===== src/rtl/seq_det_arbiter.sv =====
// ---------------------------------------------------------------------------
// seq_det_arbiter
//
// Purpose:
//   Round-robin arbiter over four serial bit streams. At most one channel is
//   granted at a time. Each channel has its own "two or more consecutive 1s"
//   detector context. Only the granted channel may advance its context.
//   Contexts persist across grants, so a run of 1s that straddles two bursts
//   is still detected.
//
// Parameters:
//   BURST     maximum number of bits consumed per grant (1..255)
//
// Ports:
//   clk       single clock, rising-edge active
//   rst       asynchronous active-high reset
//   req[3:0]  per-channel request to stream bits
//   w[3:0]    per-channel serial data bit
//   w_vld[3:0] per-channel data-valid qualifier for w
//   clr_ctx   synchronous clear of all detector contexts to A
//   gnt[3:0]  registered one-hot grant, zero while idle
//   match     registered one-cycle pulse on a detection
//   match_ch  channel that produced the last match (holds between pulses)
//   hit_cnt   saturating count of match pulses
// ---------------------------------------------------------------------------
module seq_det_arbiter #(
  parameter int unsigned BURST = 8
) (
  input  logic        clk,
  input  logic        rst,
  input  logic [3:0]  req,
  input  logic [3:0]  w,
  input  logic [3:0]  w_vld,
  input  logic        clr_ctx,
  output logic [3:0]  gnt,
  output logic        match,
  output logic [1:0]  match_ch,
  output logic [15:0] hit_cnt
);

  typedef enum logic {
    IDLE  = 1'b0,
    GRANT = 1'b1
  } state_e;

  typedef enum logic [1:0] {
    CTX_A = 2'b00,
    CTX_B = 2'b01,
    CTX_C = 2'b10
  } ctx_e;

  localparam logic [7:0]  BURST_LAST = 8'(BURST);
  localparam logic [15:0] HIT_MAX    = 16'hFFFF;

  state_e      state_q, state_d;
  logic [3:0]  gnt_q, gnt_d;
  logic [1:0]  gnt_idx_q, gnt_idx_d;
  logic [1:0]  last_gnt_q, last_gnt_d;
  logic [7:0]  beat_q, beat_d;
  ctx_e        ctx_q [4];
  ctx_e        ctx_d [4];
  logic        match_q, match_d;
  logic [1:0]  match_ch_q, match_ch_d;
  logic [15:0] hit_cnt_q, hit_cnt_d;

  logic        pick_vld;
  logic [1:0]  pick_idx;
  logic        consume;
  logic        cur_w;
  ctx_e        cur_ctx;
  logic [7:0]  beat_inc;
  logic        burst_done;

  // Round-robin pick: scan upward from the channel after the last grant.
  // The 2-bit index wraps naturally, and k=4 lands back on last_gnt itself,
  // so a lone requester is always found.
  always_comb begin
    pick_vld = 1'b0;
    pick_idx = last_gnt_q;
    for (int k = 1; k <= 4; k++) begin
      if (!pick_vld && req[last_gnt_q + 2'(k)]) begin
        pick_vld = 1'b1;
        pick_idx = last_gnt_q + 2'(k);
      end
    end
  end

  // A bit is taken only from the granted channel, and only while granted.
  assign consume    = (state_q == GRANT) && w_vld[gnt_idx_q];
  assign cur_w      = w[gnt_idx_q];
  assign cur_ctx    = ctx_q[gnt_idx_q];
  assign beat_inc   = beat_q + 8'd1;
  assign burst_done = consume && (beat_inc == BURST_LAST);

  // Arbiter next-state. Leaving GRANT always passes through one IDLE cycle,
  // which gives the mandatory gnt=0 gap between bursts.
  always_comb begin
    state_d    = state_q;
    gnt_d      = gnt_q;
    gnt_idx_d  = gnt_idx_q;
    last_gnt_d = last_gnt_q;
    beat_d     = beat_q;
    case (state_q)
      IDLE: begin
        if (pick_vld) begin
          state_d    = GRANT;
          gnt_idx_d  = pick_idx;
          gnt_d      = 4'(4'b0001 << pick_idx);
          last_gnt_d = pick_idx;
          beat_d     = 8'd0;
        end
      end
      GRANT: begin
        if (consume) begin
          beat_d = beat_inc;
        end
        if (burst_done || !req[gnt_idx_q]) begin
          state_d = IDLE;
          gnt_d   = 4'b0000;
        end
      end
      default: begin
        state_d = IDLE;
        gnt_d   = 4'b0000;
      end
    endcase
  end

  // Detector contexts. clr_ctx wins over a simultaneous consumption, which
  // also suppresses the match that bit would otherwise have produced. The
  // beat counter still advances because the bit was taken from the stream.
  always_comb begin
    for (int i = 0; i < 4; i++) begin
      ctx_d[i] = ctx_q[i];
    end
    match_d    = 1'b0;
    match_ch_d = match_ch_q;
    if (clr_ctx) begin
      for (int i = 0; i < 4; i++) begin
        ctx_d[i] = CTX_A;
      end
    end else if (consume) begin
      if (!cur_w) begin
        ctx_d[gnt_idx_q] = CTX_A;
      end else begin
        case (cur_ctx)
          CTX_A: ctx_d[gnt_idx_q] = CTX_B;
          CTX_B, CTX_C: begin
            ctx_d[gnt_idx_q] = CTX_C;
            match_d          = 1'b1;
            match_ch_d       = gnt_idx_q;
          end
          default: ctx_d[gnt_idx_q] = CTX_A;
        endcase
      end
    end
  end

  // Hit counter advances together with the match pulse and sticks at max.
  always_comb begin
    hit_cnt_d = hit_cnt_q;
    if (match_d && (hit_cnt_q != HIT_MAX)) begin
      hit_cnt_d = hit_cnt_q + 16'd1;
    end
  end

  // State registers. last_gnt resets to 3 so channel 0 wins first.
  always_ff @(posedge clk or posedge rst) begin
    if (rst) begin
      state_q    <= IDLE;
      gnt_q      <= 4'b0000;
      gnt_idx_q  <= 2'd0;
      last_gnt_q <= 2'd3;
      beat_q     <= 8'd0;
      for (int i = 0; i < 4; i++) begin
        ctx_q[i] <= CTX_A;
      end
      match_q    <= 1'b0;
      match_ch_q <= 2'd0;
      hit_cnt_q  <= 16'd0;
    end else begin
      state_q    <= state_d;
      gnt_q      <= gnt_d;
      gnt_idx_q  <= gnt_idx_d;
      last_gnt_q <= last_gnt_d;
      beat_q     <= beat_d;
      for (int i = 0; i < 4; i++) begin
        ctx_q[i] <= ctx_d[i];
      end
      match_q    <= match_d;
      match_ch_q <= match_ch_d;
      hit_cnt_q  <= hit_cnt_d;
    end
  end

  assign gnt      = gnt_q;
  assign match    = match_q;
  assign match_ch = match_ch_q;
  assign hit_cnt  = hit_cnt_q;

  // Grant is one-hot or zero, and zero exactly when the arbiter is idle.
  a_gnt_onehot0: assert property (@(posedge clk) disable iff (rst) $onehot0(gnt_q));
  a_gnt_idle:    assert property (@(posedge clk) disable iff (rst)
                                  ((state_q == IDLE) == (gnt_q == 4'b0000)));

endmodule


===== config.mk =====
export PLATFORM = sky130hd
export DESIGN_NAME = seq_det_arbiter
export DESIGN_NICKNAME = d
export VERILOG_FILES = /design/src/rtl/seq_det_arbiter.sv
export SDC_FILE = /design/constraint.sdc
export NUM_CORES = 1
export LEC_CHECK = 0
export ABC_AREA = 1
export CAP_MARGIN = 0
export CORE_MARGIN = 2
export CORE_UTILIZATION = 66
export CTS_BUF_LIST = sky130_fd_sc_hd__clkbuf_8
export DETAILED_ROUTE_END_ITERATION = 8
export DONT_BUFFER_PORTS = 1
export GPL_ROUTABILITY_DRIVEN = 0
export PLACE_DENSITY = 0.82
export SLEW_MARGIN = 10
export SYNTH_ARGS = -nofsm -noshare
export SYNTH_HDL_FRONTEND = slang
export SYNTH_SLANG_ARGS = --single-unit

===== constraint.sdc =====
create_clock -name clk -period 2.6 [get_ports clk]
set_input_delay 0.52 -clock clk [delete_from_list [all_inputs] [get_ports clk]]
set_output_delay 0.52 -clock clk [all_outputs]
set_load 0.1 [all_outputs]

Word level (Yosys, flattened, before mapping)
Cells that the tools add are included.

Flip-flop bits (word level): 44. Bits of input ports: 15. Output and inout bits: 23.

Add/sub/neg operators: 5. Order comparisons: 7. Eq/ne operators: 7. Shift operators: 1. Muxes and demuxes: 44. Bitwise logic cells: 11. Reduce and logical (&&, ||, !) cells: 19.

Operators by type and width (count): two-way mux 8 bit (5); one-hot mux 8 bit (2 select lines) (2); two-way mux 1 bit (17); adder 16 x 1 -> 16 bit, second input constant (1); inequality test 16 bit, second input constant (1); < comparator 2 x 3 -> 1 bit, second input constant (5); binary-select mux 1 bit (select 2 bit) (7); two-way mux 2 bit (7); adder 8 x 1 -> 8 bit, second input constant (1); AND 4 bit (2); AND 8 bit (1); equality test 8 x 4 -> 1 bit, second input constant (1); two-way mux 4 bit (2); inverter 4 bit (2); inverter 8 bit (1); bitwise OR 4 bit (2); one-hot mux 4 bit (2 select lines) (1); logical AND 1 bit (7); AND reduction 2 bit (3); adder 2 bit, second input constant (2); binary-select mux 2 bit (select 2 bit) (1); demux 2 bit (select 2 bit) (1); zero test 1 bit (4); inequality test 2 x 1 -> 1 bit, second input constant (2); other kinds (15) (16).

Depth between registers and ports, before layout
Gate-level depths: netlist of the first run.

Word-level depth: 16. Gate-level depth with buffers: 13. Depth with buffers taken out: 13.

Worst setup path before layout of the first run
OpenSTA, ideal clock, no wires.

Kind: register to register. Start point: register hit_cnt_q[0] (netlist: hit_cnt[0]). End point: register hit_cnt_q[11] (netlist: hit_cnt[11]). Data arrival time: 2206 ps. Setup slack: 327 ps. Cell stages (with the launch flop): 9. Buffers on the path: 1. Period minus slack after synthesis: 2273 ps. Path through: dfrtp_1 ha_1 inv_1 nor2_1 nand4_1 nand2_2 buf_2 nand2_1 nand2_1.

Longest elaborated chain between the ends: 2. Elaborated cells on any way between the ends: 3. Those cells by class: 1 x add/sub; 1 x eq/ne; 1 x reduce/logical.

Ends and longest elaborated chain: start: declaration (RTL line 64) `logic [15:0] hit_cnt_q, hit_cnt_d;`; start signal: assignment (RTL line 192) `hit_cnt_q <= hit_cnt_d;`; parallel branches: the longest is 2 deep, another holds adder 16 x 1 -> 16 bit.

Parallel ways; which one is timed is not known. A chain may end at the register's enable or synchronous reset.

Worst setup path in the final report of the first run
Start point: register gnt_idx_q[0]. End point: register hit_cnt_q[1] (netlist: hit_cnt[1]).

Longest elaborated chain between the ends: 11. Elaborated cells on any way between the ends: 17. Those cells by class: 2 x eq/ne; 11 x mux; 1 x bitwise; 3 x reduce/logical.

Ends and longest elaborated chain: start: declaration (RTL line 57) `logic [1:0] gnt_idx_q, gnt_idx_d;`; start signal: assignment (RTL line 184) `gnt_idx_q <= gnt_idx_d;`; inverter 2 -> 3 bit (implied by the code) (RTL line 91) `assign cur_ctx = ctx_q[gnt_idx_q];`; binary-select mux 2 bit (select 2 bit) (RTL line 91); two-way mux 2 bit (implied by the code) (2 in a row) (RTL line 91); equality test 2 x 1 -> 1 bit or equality test 2 bit (tied branches) (RTL line 146) `case (cur_ctx)`; OR reduction 2 bit (RTL line 146); two-way mux 1 bit (RTL line 146); two-way mux 1 bit (RTL line 143) `if (!cur_w) begin`; two-way mux 1 bit * (RTL line 142) `end else if (consume) begin`; two-way mux 1 bit * (RTL line 138) `if (clr_ctx) begin`; logical AND 1 bit * (RTL line 162) `if (match_d && (hit_cnt_q != HIT_MAX)) begin`.

Mark *: on every way between the ends. The rest lies on a longest branch, timed or not. The select of a mux whose other input is x is not followed.

==> run metrics, run 1 <==
Seq/Total Area, Yosys=38.3%; grt ovf=0; Rows=24; fin crit period=2.32 ns; CTS tree=built; number of global-route vias before repair=2,474; Final Non-Filler Cells=480; Worst EP required=2.78 ns; first-pass GRT wire length=11.2 mm; Initial Utilization=67.5%; total CTS buffers=5; FF+latch count, synth=44; final routed DRC violation total=0; H-tree levels=2; CTS Sinks=44; biggest cell delay along the critical path=0.43 ns; root buf cell=clkbuf_8; Clock Path Buffers=2; maxcap violations=0; count of cell types in the netlist=37; Synth Flop Type=dfrtp_1; final hold slack=0.152 ns; DRT Pass-1 Iters=4; Post-Syn Area=2880 um^2; Post-Route Setup TNS=0 ns; final setup skew=0.0100 ns; most frequent cells in the layout=157 x nand2_1, 42 x dfrtp_1, 37 x nor2_1, 35 x nand3_1, 30 x inv_1; CP Max Fanout=21; worst path cell trace=inv_2 -> nand2_1 -> inv_1 -> a221oi_1 -> ha_1 -> nand3_1 -> nor2_4 -> nand2_4 -> nor2_1 -> a21oi_2; setup ws final=0.283 ns; setup violators final=0; Worst slew margin=38.1%; CP Class=flip-flop to flip-flop; Reg clk slew, reported paths=0.09 ns; Final Hold Vio Count=0; die height=70.0 um; die area=4900 um^2; Post-synth EDFFs=0; All-Layer GR Usage=28.0%; slowest cell on the critical path=dfrtp_1; post-DP HPWL=4.75 mm; Ports=38; Worst setup EP type=flip-flop; DR iter-0 viols=~140; status=finished, final reports clean; Synth-to-Final Area Change=10.4%; fmax=between 400 and 500 MHz; Hold WC Path Type=input pin to asynchronous set/reset pin; routed vias/inst=about 5.6; RSZ-0062 raised after global routing=no; Area contributors post-synth=dfrtp_1 37%, nand2_1 20%, nand3_1 6.1%; cell count after synthesis=404; I/O Buffers=0; ys async rst share=100%; fraction of layout cells with a size suffix above 1=16.4%; synth warn=0; Routed wire per std cell=13.1 um; final core occ=about three quarters; Final period util=89.1%; Core Region=4260 um^2; Startpoint Class=flip-flop; most common cell after layout, fill and taps aside=nand2_1; n_diodes=0; Power Density=1020 nW/um^2; Avg Cell Area, Syn=~7 um^2; Syn Nets=between 400 and 500; Final Slew Violations=0; Die W=70.0 um; Clock Latency Late Sink=roughly 0.3 ns; largest area contributor in the netlist=dfrtp_1; CP arrival=~2.5 ns; Placed Cells incl. Taps=about 470; Leak=1.64 nW; maximum number of pins on one net before global-route repair=24; VDD IR-drop max=0.861 mV; post-route ant nets=0; antenna violations before repair=0; slew of the pin with the lowest slew margin=0.929 ns; number of vias after detailed routing=about 2,700; Routed WL=6.30 mm; share of the synthesized area in the top cell type=36.5%; Place WS=0.0741 ns; Layout Nets=446
==> repair_timing <==
action / 4_1_cts / 5_1_grt
hold buffers: 0 / 0
buffers inserted: 0 / 4
setup endpoints to repair: 0 / 16
resized for setup: 0 / 1
==> worst max-delay path, delay by kind of cell, from the launching register on <==
family / cells / cell delay [ns]
flip-flops: 1 / 0.43
adder cells (fa/ha/maj): 1 / 0.23
AND/OR/NAND/NOR: 5 / 0.87
buffers and inverters: 2 / 0.20
AO/OA/AOI/OAI: 2 / 0.46
==> logic make-up after synthesis <==
kind of cell	count (synthesis)	share of synthesized area, %
buffers and inverters	43	6.52
adder cells (fa/ha/maj)	4	1.74
flip-flops	44	38.3
AND/OR/NAND/NOR	264	40.7
XOR/XNOR	15	4.83
AO/OA/AOI/OAI	34	7.83
==> through the flow <==
stage               power, mW  area [um^2]
CTS                      3.25         3140
detailed placement       2.72         3030
floorplan                2.46         2880
global placement         2.68         3030
global route             3.51         3180
finish                   3.26         3180
==> metal layers <==
layer  routed length (um)  GRT usage [%]
met1                 2690           36.1
met2                 3140           48.9
met3                  380           4.91
met4                   86           7.26
met5                    0              0
==> state kept, by name (all words and copies together) (netlist names) <==
| signal | flops |
|---|---|
| hit_cnt | 16 |
| beat_q | 8 |
| ctx_q | 8 |
| gnt | 4 |
| gnt_idx_q | 2 |
| last_gnt_q | 2 |
| match_ch | 2 |
| match | 1 |
| state_q | 1 |
==> power breakdown <==
| part | switching (mW) | leakage [nW] | internal, mW |
|---|---|---|---|
| combinational | 1.14 | 1.00 | 0.459 |
| sequential | 0.321 | 0.590 | 0.820 |
| clock | 0.236 | 0.0541 | 0.284 |
| total | 1.69 | 1.64 | 1.56 |
==> cells in the mapped netlist, types with 2 or more instances <==
cell type,number
nand2_2,10
nand4_1,8
inv_1,31
xor2_1,7
ha_1,4
dfrtp_1,42
o22ai_1,3
xnor2_1,7
nand2_1,157
a21oi_1,5
o21ai_0,11
buf_6,2
nor2_1,37
nand3_1,35
buf_4,2
nor3_1,3
nand2_4,6
inv_2,5
o21ai_2,10
dfstp_2,2
==> worst paths after layout <==
path,end,cells after the start,start,slack [ns]
setup / recovery,hit_cnt[1],10,gnt_idx_q[0],0.28
min in group clk,ctx_q[6],2,ctx_q[6],0.48
max in group asynchronous,last_gnt_q[0],2,rst,1.68
hold reg to reg,ctx_q[6],2,ctx_q[6],0.48
setup reg to reg,hit_cnt[1],10,gnt_idx_q[0],0.28
hold / removal,hit_cnt[14],1,rst,0.15
==> layout make-up <==
| cell class | instances | area, um^2 |
|---|---|---|
| clock inverters | 3 | 42.5 |
| well taps | 52 | 65.1 |
| flip-flops and latches | 44 | 1100 |
| clock buffers | 5 | 68.8 |
| repair buffers | 22 | 165 |
| inverters | 37 | 141 |
| fillers | 338 | 1090 |
| multi-input cells | 317 | 1590 |
Note: power is estimated with default switching activity, not from simulation.
==> inputs of run 2 (changes only) <==
--- a/config.mk
+++ b/config.mk
@@ -7,13 +7,14 @@
 export LEC_CHECK = 0
 export ABC_AREA = 1
 export CAP_MARGIN = 0
-export CORE_MARGIN = 2
+export CORE_MARGIN = 4
 export CORE_UTILIZATION = 66
 export CTS_BUF_LIST = sky130_fd_sc_hd__clkbuf_8
 export DETAILED_ROUTE_END_ITERATION = 8
 export DONT_BUFFER_PORTS = 1
 export GPL_ROUTABILITY_DRIVEN = 0
 export PLACE_DENSITY = 0.82
+export SKIP_LAST_GASP = 1
 export SLEW_MARGIN = 10
 export SYNTH_ARGS = -nofsm -noshare
 export SYNTH_HDL_FRONTEND = slang
==> run metrics, run 2 (same netlist as run 1, synthesis figures left out) <==
Startpoint Class=flip-flop (unchanged); Final Hold Vio Count=0 (unchanged); Clock Latency Late Sink=0.30 ns (about the same); VDD IR-drop max=0.769 mV (was 0.861 mV); fmax=404 MHz (was 432 MHz); root buf cell=clkbuf_8 (unchanged); routed vias/inst=5.63 (was 5.56); n_diodes=0 (unchanged); post-DP HPWL=4.80 mm (was 4.75 mm); fraction of layout cells with a size suffix above 1=16.6% (was 16.4%); Largest register FFs=16 (unchanged); worst path cell trace=inv_2 -> nand2_1 -> inv_1 -> a22oi_1 -> and2_1 -> ha_1 -> nand3_1 -> nor2_4 -> nand2_8 -> nand2_1 -> o21ai_2 (was inv_2 -> nand2_1 -> inv_1 -> a221oi_1 -> ha_1 -> nand3_1 -> nor2_4 -> nand2_4 -> nor2_1 -> a21oi_2); Ports=38 (unchanged); Routed wire per std cell=13.9 um (was 13.1 um); Die W=74.0 um (was 70.0 um); crit-path most repeated cell=nand2_1; final routed DRC violation total=0 (unchanged); maxcap violations=0 (unchanged); worst r2r src=gnt_idx_q[0] (unchanged); Worst slew margin=37.2% (was 38.1%); Clock Path Buffers=2 (unchanged); total CTS buffers=5 (unchanged); biggest cell delay along the critical path=0.44 ns (was 0.43 ns); r2r worst-path depth=11 (was 10); Hold WC Path Type=input pin to asynchronous set/reset pin (unchanged); I/O Buffers=0 (unchanged); CP Class=flip-flop to flip-flop (unchanged); post-route ant nets=0 (unchanged); worst reg2reg endpoint=hit_cnt[2] (was hit_cnt[1]); final instance area=3200 um^2 (was 3180 um^2); final setup skew=0.0168 ns (was 0.0100 ns); All-Layer GR Usage=26.7% (was 28.0%); clock share of power=17.0% (was 16.0%); Post-DP Area=3040 um^2 (was 3030 um^2); CP Max Fanout=21 (unchanged); number of global-route vias before repair=2,586 (was 2,474); first-pass GRT wire length=11.4 mm (was 11.2 mm); setup ws final=0.128 ns (was 0.283 ns); Place WS=0.101 ns (was 0.0741 ns); number of vias after detailed routing=2,691 (was 2,669); Initial Utilization=69.9% (was 67.5%); fin crit period=2.47 ns (was 2.32 ns); Switch Pwr=1.73 mW (was 1.69 mW); Seq pwr share=32.6% (was 35.0%); die height=74.0 um (was 70.0 um); Core Region=4120 um^2 (was 4260 um^2); Worst EP required=2.77 ns (was 2.78 ns); DR iter-0 viols=184 (was 135); cts hold-fix bufs=0 (unchanged); Sw Ratio=51.6% (was 52.0%); CP arrival=2.64 ns (was 2.50 ns); Power Density=1050 nW/um^2 (was 1020 nW/um^2); slew of the pin with the lowest slew margin=0.942 ns (was 0.929 ns); grt ovf=0 (unchanged); logic gate share of total power=50.4% (was 49.0%); die area=5480 um^2 (was 4900 um^2); most common cell after layout, fill and taps aside=nand2_1 (unchanged); Final Slew Violations=0 (unchanged); status=finished, final reports clean (unchanged); slowest cell on the critical path=dfrtp_1 (unchanged); Synth-to-Final Area Change=11.3% (was 10.4%); r2r setup slk=0.13 ns (was 0.28 ns); Layout Nets=446 (unchanged); Rows=23 (was 24); antenna violations before repair=0 (unchanged); internal power=1.63 mW (was 1.56 mW); Final period util=95.1% (was 89.1%); CTS tree=built (unchanged); Routed WL=6.63 mm (was 6.30 mm); Leak=1.66 nW (was 1.64 nW); most frequent cells in the layout=157 x nand2_1, 42 x dfrtp_1, 37 x nor2_1, 35 x nand3_1, 30 x inv_1 (unchanged); H-tree levels=2 (unchanged); CTS Sinks=44 (unchanged); DRT Pass-1 Iters=5 (was 4); Reg clk slew, reported paths=0.09 ns (about the same); Worst setup EP type=flip-flop (unchanged); maximum number of pins on one net before global-route repair=24 (unchanged); setup violators final=0 (unchanged)
-- run 2: cell count changes in the layout (fill, tap and decap cells not counted), sizes merged --
| cell | delta |
|---|---|
| buf | -1 |
| clkbuf | +2 |
| clkinvlp | -1 |
| clkinv | -1 |
| nor2 | +1 |
-- run 2: worst max path at each step --
| stage | from | to | slack, ns | cells after the start |
|---|---|---|---|---|
| final | gnt_idx_q[0] | hit_cnt[2] | 0.13 | 11 |
| after global placement | gnt_idx_q[0] | hit_cnt[1] | 0.23 | 11 |
| after detailed placement | gnt_idx_q[0] | hit_cnt[1] | 0.10 | 10 |
| after floorplan | hit_cnt[0] | hit_cnt[11] | 0.33 | 8 |
| after global routing | gnt_idx_q[1] | hit_cnt[1] | -0.05 | 11 |
| after CTS | gnt_idx_q[0] | hit_cnt[1] | 0.02 | 10 |
-- run 2: stage by stage --
| stage | setup TNS, ns | utilization, % | power (mW) | hold slack, ns | cells |
|---|---|---|---|---|---|
| finish | 0 | 77.9 | 3.36 | 0.152 | 478 |
| global placement | 0 | 73.8 | 2.70 | 0.463 | 467 |
| CTS | 0 | 76.9 | 3.33 | 0.172 | 475 |
| floorplan | 0 | - | 2.46 | 0.449 | 404 |
| detailed placement | 0 | 73.8 | 2.75 | 0.475 | 467 |
| global route | -0.149 | 77.9 | 3.62 | 0.177 | 478 |
-- run 2: routing by layer --
| metal | up-vias | routed length (um) | global-route usage, % |
|---|---|---|---|
| met2 | 101 | 3180 | 44.2 |
| met1 | 1235 | 2900 | 34.4 |
| li1 | 1333 | - | - |
| met5 | - | 0 | 0 |
| met4 | 0 | 146 | 10.3 |
| met3 | 22 | 393 | 5.68 |
-- run 2: power groups by stage --
stage | sequential, mW | combinational (mW) | clock [mW]
final | 1.10 | 1.70 | 0.571
after global routing | 1.12 | 1.89 | 0.610
after CTS | 1.09 | 1.66 | 0.578
after detailed placement | 1.10 | 1.65 | 0
after global placement | 1.10 | 1.60 | 0
after floorplan | 1.23 | 1.23 | 0
-- run 2: critical path, delay by kind of cell, from the launching register on --
kind                     cells  cell delay, ns
AND/OR/NAND/NOR              6            1.16
flip-flops                   1            0.44
buffers and inverters        2            0.31
adder cells (fa/ha/maj)      1            0.30
AO/OA/AOI/OAI                2            0.14
-- run 2: final cells by class --
| type | count | area [um^2] |
|---|---|---|
| clock buffer | 7 | 96.3 |
| clock inverter | 1 | 30.0 |
| fill | 302 | 911 |
| inverter | 37 | 141 |
| multi-input combinational | 318 | 1610 |
| sequential | 44 | 1100 |
| tap | 50 | 62.6 |
| timing repair buffer | 21 | 158 |
-- run 2: timing repair --
action | CTS | global route
resized for setup | 0 | 3
setup endpoints to repair | 0 | 16
setup buffers | 0 | 2
==> inputs of run 3 (changes only) <==
--- a/config.mk
+++ b/config.mk
@@ -19,3 +19,4 @@
 export SYNTH_ARGS = -nofsm -noshare
 export SYNTH_HDL_FRONTEND = slang
 export SYNTH_SLANG_ARGS = --single-unit
+export TNS_END_PERCENT = 5
==> results of run 3 <==
Final layout, timing and power as in run 2 (identical DEF).
